`src/rtl/cnn_bias_relu_pool_pkg.sv`:
```
// Shared defaults and elaboration helpers for the bias/ReLU/pool post-processing stage.
// Latency: n/a (declarations only).
// Backpressure: n/a.
package cnn_bias_relu_pool_pkg;

  // Default geometry and widths of the post-accumulator datapath.
  localparam int CNN_ACI_BW = 21;  // signed accumulator width from the CI adder tree
  localparam int CNN_B_BW   = 8;   // signed per-channel bias
  localparam int CNN_OBW    = 8;   // unsigned activation width
  localparam int CNN_SHIFT  = 4;   // requantisation right shift
  localparam int CNN_FMAP_W = 8;   // conv output width in pixels
  localparam int CNN_FMAP_H = 8;   // conv output height in pixels

  // A pooled dimension must split into whole 2x2 windows, and at least two
  // of them so that the pooled index ports are at least one bit wide.
  function automatic bit fmap_dim_ok(input int dim);
    return (dim >= 4) && ((dim % 2) == 0);
  endfunction

  // Requantisation needs headroom: the shift and the activation must fit
  // inside the widened sum, and the bias must not be wider than the accumulator.
  function automatic bit quant_widths_ok(input int aci_bw, input int b_bw,
                                         input int obw, input int shift);
    return (b_bw <= aci_bw) && (obw < aci_bw + 1) && (shift < aci_bw + 1) && (obw < 31);
  endfunction

endpackage

```
`src/rtl/cnn_relu_quant.sv`:
```
// Adds the channel bias, applies ReLU, floor-shifts and saturates to the activation width.
// Latency: 1 cycle from in_valid to act_valid.
// Backpressure: none; every valid input produces a valid output one cycle later unless clr is high.
module cnn_relu_quant
  import cnn_bias_relu_pool_pkg::*;
#(
  parameter int ACI_BW = CNN_ACI_BW,
  parameter int B_BW   = CNN_B_BW,
  parameter int OBW    = CNN_OBW,
  parameter int SHIFT  = CNN_SHIFT
) (
  input  logic              clk,
  input  logic              reset_n,
  input  logic              clr,
  input  logic              in_valid,
  input  logic [ACI_BW-1:0] acc,
  input  logic [B_BW-1:0]   bias,
  output logic              act_valid,
  output logic [OBW-1:0]    act
);

  // One extra bit keeps acc + bias exact even at the accumulator extremes.
  localparam int SW = ACI_BW + 1;
  localparam logic [SW-1:0] ACT_MAX = SW'((2 ** OBW) - 1);

  if (!quant_widths_ok(ACI_BW, B_BW, OBW, SHIFT)) begin : g_bad_widths
    $error("cnn_relu_quant: inconsistent ACI_BW/B_BW/OBW/SHIFT");
  end

  logic signed [SW-1:0] sum;
  logic        [SW-1:0] relu;
  logic        [SW-1:0] q;
  logic        [OBW-1:0] act_next;

  // Widened add, clamp negatives to zero, floor shift, then clip to the activation range.
  always_comb begin
    sum      = $signed({acc[ACI_BW-1], acc}) + $signed({{(SW - B_BW){bias[B_BW-1]}}, bias});
    relu     = sum[SW-1] ? '0 : sum;
    q        = relu >> SHIFT;
    act_next = (q > ACT_MAX) ? {OBW{1'b1}} : q[OBW-1:0];
  end

  // Register the activation; clr drops the pixel presented in the same cycle.
  always_ff @(posedge clk or negedge reset_n) begin
    if (!reset_n) begin
      act_valid <= 1'b0;
      act       <= '0;
    end else begin
      act_valid <= in_valid & ~clr;
      if (in_valid && !clr) begin
        act <= act_next;
      end
    end
  end

endmodule

```
`src/rtl/cnn_bias_relu_pool.sv`:
```
// Bias/ReLU/requant per pixel followed by 2x2 stride-2 max pooling over a raster-ordered channel.
// Latency: 2 cycles from the bottom-right pixel of a window to o_ot_valid.
// Backpressure: none; input may have gaps, only valid cycles advance state.
module cnn_bias_relu_pool
  import cnn_bias_relu_pool_pkg::*;
#(
  parameter int ACI_BW = CNN_ACI_BW,
  parameter int B_BW   = CNN_B_BW,
  parameter int OBW    = CNN_OBW,
  parameter int SHIFT  = CNN_SHIFT,
  parameter int FMAP_W = CNN_FMAP_W,
  parameter int FMAP_H = CNN_FMAP_H
) (
  input  logic                          clk,
  input  logic                          reset_n,
  input  logic                          i_in_valid,
  input  logic [ACI_BW-1:0]             i_ci_acc,
  input  logic [B_BW-1:0]               i_bias,
  input  logic                          i_frame_clr,
  output logic                          o_ot_valid,
  output logic [OBW-1:0]                o_ot_act,
  output logic [$clog2(FMAP_W/2)-1:0]   o_ot_col,
  output logic [$clog2(FMAP_H/2)-1:0]   o_ot_row,
  output logic                          o_frame_done
);

  localparam int CW = $clog2(FMAP_W);
  localparam int RW = $clog2(FMAP_H);
  localparam int PW = FMAP_W / 2;
  localparam logic [CW-1:0] COL_LAST = CW'(FMAP_W - 1);
  localparam logic [RW-1:0] ROW_LAST = RW'(FMAP_H - 1);

  if (!fmap_dim_ok(FMAP_W)) begin : g_bad_fmap_w
    $error("cnn_bias_relu_pool: FMAP_W must be even and >= 4");
  end
  if (!fmap_dim_ok(FMAP_H)) begin : g_bad_fmap_h
    $error("cnn_bias_relu_pool: FMAP_H must be even and >= 4");
  end

  // Stage 1: per-pixel activation.
  logic           s1_valid;
  logic [OBW-1:0] s1_act;

  cnn_relu_quant #(
    .ACI_BW (ACI_BW),
    .B_BW   (B_BW),
    .OBW    (OBW),
    .SHIFT  (SHIFT)
  ) u_relu_quant (
    .clk       (clk),
    .reset_n   (reset_n),
    .clr       (i_frame_clr),
    .in_valid  (i_in_valid),
    .acc       (i_ci_acc),
    .bias      (i_bias),
    .act_valid (s1_valid),
    .act       (s1_act)
  );

  // Stage 2 state: position of the pixel currently in stage 1, the left
  // half of the current horizontal pair, and the pooled top-row pairs.
  logic [CW-1:0]  col;
  logic [RW-1:0]  row;
  logic [OBW-1:0] hold_reg;
  logic [OBW-1:0] linebuf [PW];

  logic [CW-2:0]  col_half;
  logic           col_odd;
  logic           row_odd;
  logic           s2_adv;
  logic [OBW-1:0] pair_max;
  logic [OBW-1:0] lb_rd;
  logic [OBW-1:0] win_max;

  assign col_half = col[CW-1:1];
  assign col_odd  = col[0];
  assign row_odd  = row[0];
  // A pixel in flight is discarded when a clear arrives at the same edge.
  assign s2_adv   = s1_valid & ~i_frame_clr;

  // Max of the horizontal pair, then fold in the stored top-row pair for the full window.
  always_comb begin
    pair_max = (hold_reg > s1_act) ? hold_reg : s1_act;
    lb_rd    = linebuf[col_half];
    win_max  = (lb_rd > pair_max) ? lb_rd : pair_max;
  end

  // Raster counters; wrapping after the last pixel starts the next frame seamlessly.
  always_ff @(posedge clk or negedge reset_n) begin
    if (!reset_n) begin
      col <= '0;
      row <= '0;
    end else if (i_frame_clr) begin
      col <= '0;
      row <= '0;
    end else if (s1_valid) begin
      if (col == COL_LAST) begin
        col <= '0;
        row <= (row == ROW_LAST) ? '0 : row + RW'(1);
      end else begin
        col <= col + CW'(1);
      end
    end
  end

  // Even columns hold the left pixel of each horizontal pair on every row.
  always_ff @(posedge clk or negedge reset_n) begin
    if (!reset_n) begin
      hold_reg <= '0;
    end else if (i_frame_clr) begin
      hold_reg <= '0;
    end else if (s1_valid && !col_odd) begin
      hold_reg <= s1_act;
    end
  end

  // Top row of each window stores its pair maximum; every entry is rewritten before it is read.
  always_ff @(posedge clk) begin
    if (s2_adv && !row_odd && col_odd) begin
      linebuf[col_half] <= pair_max;
    end
  end

  // Bottom-right pixel of a window emits the pooled result; payload holds between pulses.
  always_ff @(posedge clk or negedge reset_n) begin
    if (!reset_n) begin
      o_ot_valid   <= 1'b0;
      o_ot_act     <= '0;
      o_ot_col     <= '0;
      o_ot_row     <= '0;
      o_frame_done <= 1'b0;
    end else begin
      o_ot_valid   <= 1'b0;
      o_frame_done <= 1'b0;
      if (s2_adv && row_odd && col_odd) begin
        o_ot_valid   <= 1'b1;
        o_ot_act     <= win_max;
        o_ot_col     <= col[CW-1:1];
        o_ot_row     <= row[RW-1:1];
        o_frame_done <= (col == COL_LAST) && (row == ROW_LAST);
      end
    end
  end

endmodule

```
`config.mk`:
```
export PLATFORM = sky130hd
export DESIGN_NAME = cnn_bias_relu_pool
export DESIGN_NICKNAME = d
export VERILOG_FILES = /design/src/rtl/cnn_bias_relu_pool_pkg.sv /design/src/rtl/cnn_relu_quant.sv /design/src/rtl/cnn_bias_relu_pool.sv
export SDC_FILE = /design/constraint.sdc
export NUM_CORES = 1
export LEC_CHECK = 0
export BUFFER_PORTS_ARGS = -buffer_cell sky130_fd_sc_hd__buf_2
export CORE_UTILIZATION = 35
export DETAILED_ROUTE_END_ITERATION = 8
export MAX_ROUTING_LAYER = met4
export SLEW_MARGIN = 40
export SYNTH_ARGS = -nofsm -noshare
export SYNTH_HDL_FRONTEND = slang
export SYNTH_SLANG_ARGS = --single-unit
```
`constraint.sdc`:
```
create_clock -name clk -period 9.5 [get_ports clk]
set_input_delay 0.95 -clock clk [delete_from_list [all_inputs] [get_ports clk]]
set_output_delay 0.95 -clock clk [all_outputs]
set_load 0.01 [all_outputs]
```
==> flow_metrics.tcl <==
set metrics [dict create \
    slew_headroom_pct 51.61 \
    synth.distinct_cells 52 \
    avgSynthCellArea_um2 10.56 \
    top_register "linebuf" \
    timing.hold.ws_ns 0.4641 \
    yosysTopAreaCellShare_pct 22.91 \
    grt_pass1_vias 3113 \
    ys_seq_area_share_pct 44.99 \
    core-area_um2 11560 \
    drcViolationCount 5 \
    setup_ws_ns 5.580 \
    swShare_pct 27.78 \
    cp-end-kind "register" \
    clock_power_share_pct 39.8 \
    cts_root_buffer "clkbuf_16" \
    max_freq_mhz 255.1 \
    leakagePower_nw 2.230 \
    synth_edf_count 32 \
    synth_top_area_cell "edfxtp_1" \
    grt_pass1_wl_um 14720 \
    synth_nets 470 \
    io_buffers 46 \
    skew_ns 0.007204 \
    largest_reg_flops 32 \
    ios 47 \
    die_x_um 111.5 \
    fillCellCount 1111 \
    cts_buffers 9 \
    power.internal_mw 0.5990 \
    ys_ff_latch 69 \
    cts_buffer_depth 2 \
    drv_cap 0 \
    grt_usage_pct 15.28 \
    synth_common_cells "nand2_1, ha_1, dfrtp_1" \
    synth_warnings 0 \
    synth_cells 397 \
    die_h_um 111.5 \
    cp-start-kind "register" \
    cts.repair.resized 0 \
    power_frac_comb_pct 18.8 \
    final_hold_viol_count 0 \
    cts.sinks 69 \
    grt.overflow.total 0 \
    synth_area_leaders "edfxtp_1, dfrtp_1, ha_1" \
    seq_area_um2 1887 \
    drive_gt1_share_pct 19.15 \
    place_congestion 0.8448 \
    slew_violations 0 \
    htreeDepth 3 \
    routed_wl_um 8402 \
    vias_per_cell 5.220 \
    arrival_ns 4.16 \
    wl_per_cell_um 14.19 \
    setup_viol 0 \
    multiInputGateArea_um2 2188 \
    dp_hpwl_um 6258 \
    synth_most_common_cell "nand2_1" \
    finalCritPeriodShare_pct 41.27 \
    cts_tree "built" \
    required_ns 9.74 \
    p_total_mw 0.8294 \
    num_antenna_cells 0 \
    vias 3090 \
    antenna_found_initial 0 \
    yosys_most_used_dff "dfrtp_1" \
    path_class "register to register" \
    clkSlewWorstSetupHoldPaths_ns 0.06 \
    nNetsFinal 517 \
    fin_setup_tns_ns 0 \
    grt_max_degree 38 \
    pre_cts_slack_ns 5.612 \
    antenna_left 0 \
    place_area_um2 4569 \
    area_growth_pct 16.32 \
    hold_class "register to register" \
    rows 39 \
    firstDrtPassIters 9 \
    holdBufCountCts 0 \
    worstMarginPinSlew_ns 0.7258 \
    cp_max_fo 9 \
    synth-async-reset-ratio_pct 53.62 \
    violations "design-rule violations" \
    irDropWorstVdd_uv 85.18 \
    start_util_pct 36.27 \
    syn_area_um2 4194 \
    drt_iter0_drc 202 \
    die_area_um2 12420 \
    rsz0062_at_grt "no" \
    power.switching_mw 0.2304 \
    outcome "finished, violations left" \
    post_cts_buffers 0 \
    power_frac_seq_pct 41.4 \
    power.density_nw_per_um2 170.0 \
    insertion_delay_ns 0.33 \
    final_area_um2 4878 \
    layout_min_cycle_time_ns 3.920 \
]
-- kinds of logic after synthesis --
kind of cell | Yosys count | share of synthesized area, %
buf+inv | 33 | 2.953
mux | 18 | 6.683
simple gates | 132 | 15.48
compound gates | 93 | 15.45
xor+xnor | 12 | 2.506
flops | 69 | 44.99
fa+ha+maj | 40 | 11.93
-- area by class of cell --
type | count | share of cell area, %
Clock buffer | 9 | 4.617
Clock inverter | 7 | 1.565
Inverter | 22 | 1.693
Multi-Input combinational cell | 295 | 44.86
Sequential cell | 69 | 38.68
Tap cell | 143 | 3.668
Timing Repair Buffer | 47 | 4.924
-- routing by layer --
layer / vias up / GRT usage (%) / share of wire [%]
met5: - / - / 0
met2: 76 / 22.75 / 45
met1: 1433 / 20.16 / 49
li1: 1563 / - / -
met3: 18 / 2.177 / 3.3
met4: 0 / 8.198 / 2.7
-- power groups by stage --
stage          clock (mW)  combinational, mW  sequential, mW
2_1_floorplan           0              0.117           0.344
3_3_place_gp            0              0.151           0.349
3_5_place_dp            0              0.155           0.349
4_1_cts             0.336              0.157           0.343
5_1_grt             0.348              0.179           0.345
6_report            0.330              0.156           0.343
-- path summary, 6_finish.rpt --
path	start	endpoint	slack, ns	cells after the start
max reg2reg	u_relu_quant.act[1]	o_ot_act[3]	5.58	18
max in group asynchronous	reset_n	hold_reg[2]	8.59	1
min	o_ot_col[1]	o_ot_col[1]	0.46	2
min in group asynchronous	reset_n	o_ot_act[3]	0.57	1
min reg2reg	o_ot_col[1]	o_ot_col[1]	0.46	2
max	u_relu_quant.act[1]	o_ot_act[3]	5.58	18
-- metrics by stage --
stage                     cells  util [%]
after detailed placement    576     39.51
after floorplan             397         -
final                       592     42.18
after CTS                   592     42.12
after global placement      576     39.51
after global routing        592     42.18
-- cells in the final DEF, fill, tap and decap left out, types with 9 or more instances in the layout --
| cell type | n |
|---|---|
| a21o_1 | 11 |
| a21oi_1 | 29 |
| buf_2 | 45 |
| clkbuf_16 | 9 |
| dfrtp_1 | 37 |
| edfxtp_1 | 32 |
| ha_1 | 40 |
| inv_1 | 21 |
| mux2i_1 | 10 |
| nand2_1 | 51 |
| nand4_1 | 14 |
| nor2_1 | 33 |
| o211ai_1 | 9 |
| o21a_1 | 11 |
| xnor2_1 | 9 |
-- worst max-delay path, stage by stage, from the launching register on --
cell and delay, ns:
dfrtp_1 0.38, inv_1 0.06, ha_1 0.30, nor2b_1 0.13
o21a_1 0.16, o21a_1 0.16, o21ai_0 0.16, nand3b_1 0.10
nand2_1 0.32, mux2i_1 0.39, ha_1 0.30, nor2b_1 0.13
o21a_1 0.16, o21ai_0 0.14, nand2b_1 0.08, a21oi_1 0.15
o21ai_1 0.20, a21o_1 0.31, o211ai_1 0.21
(Power assumes the default switching activity.)
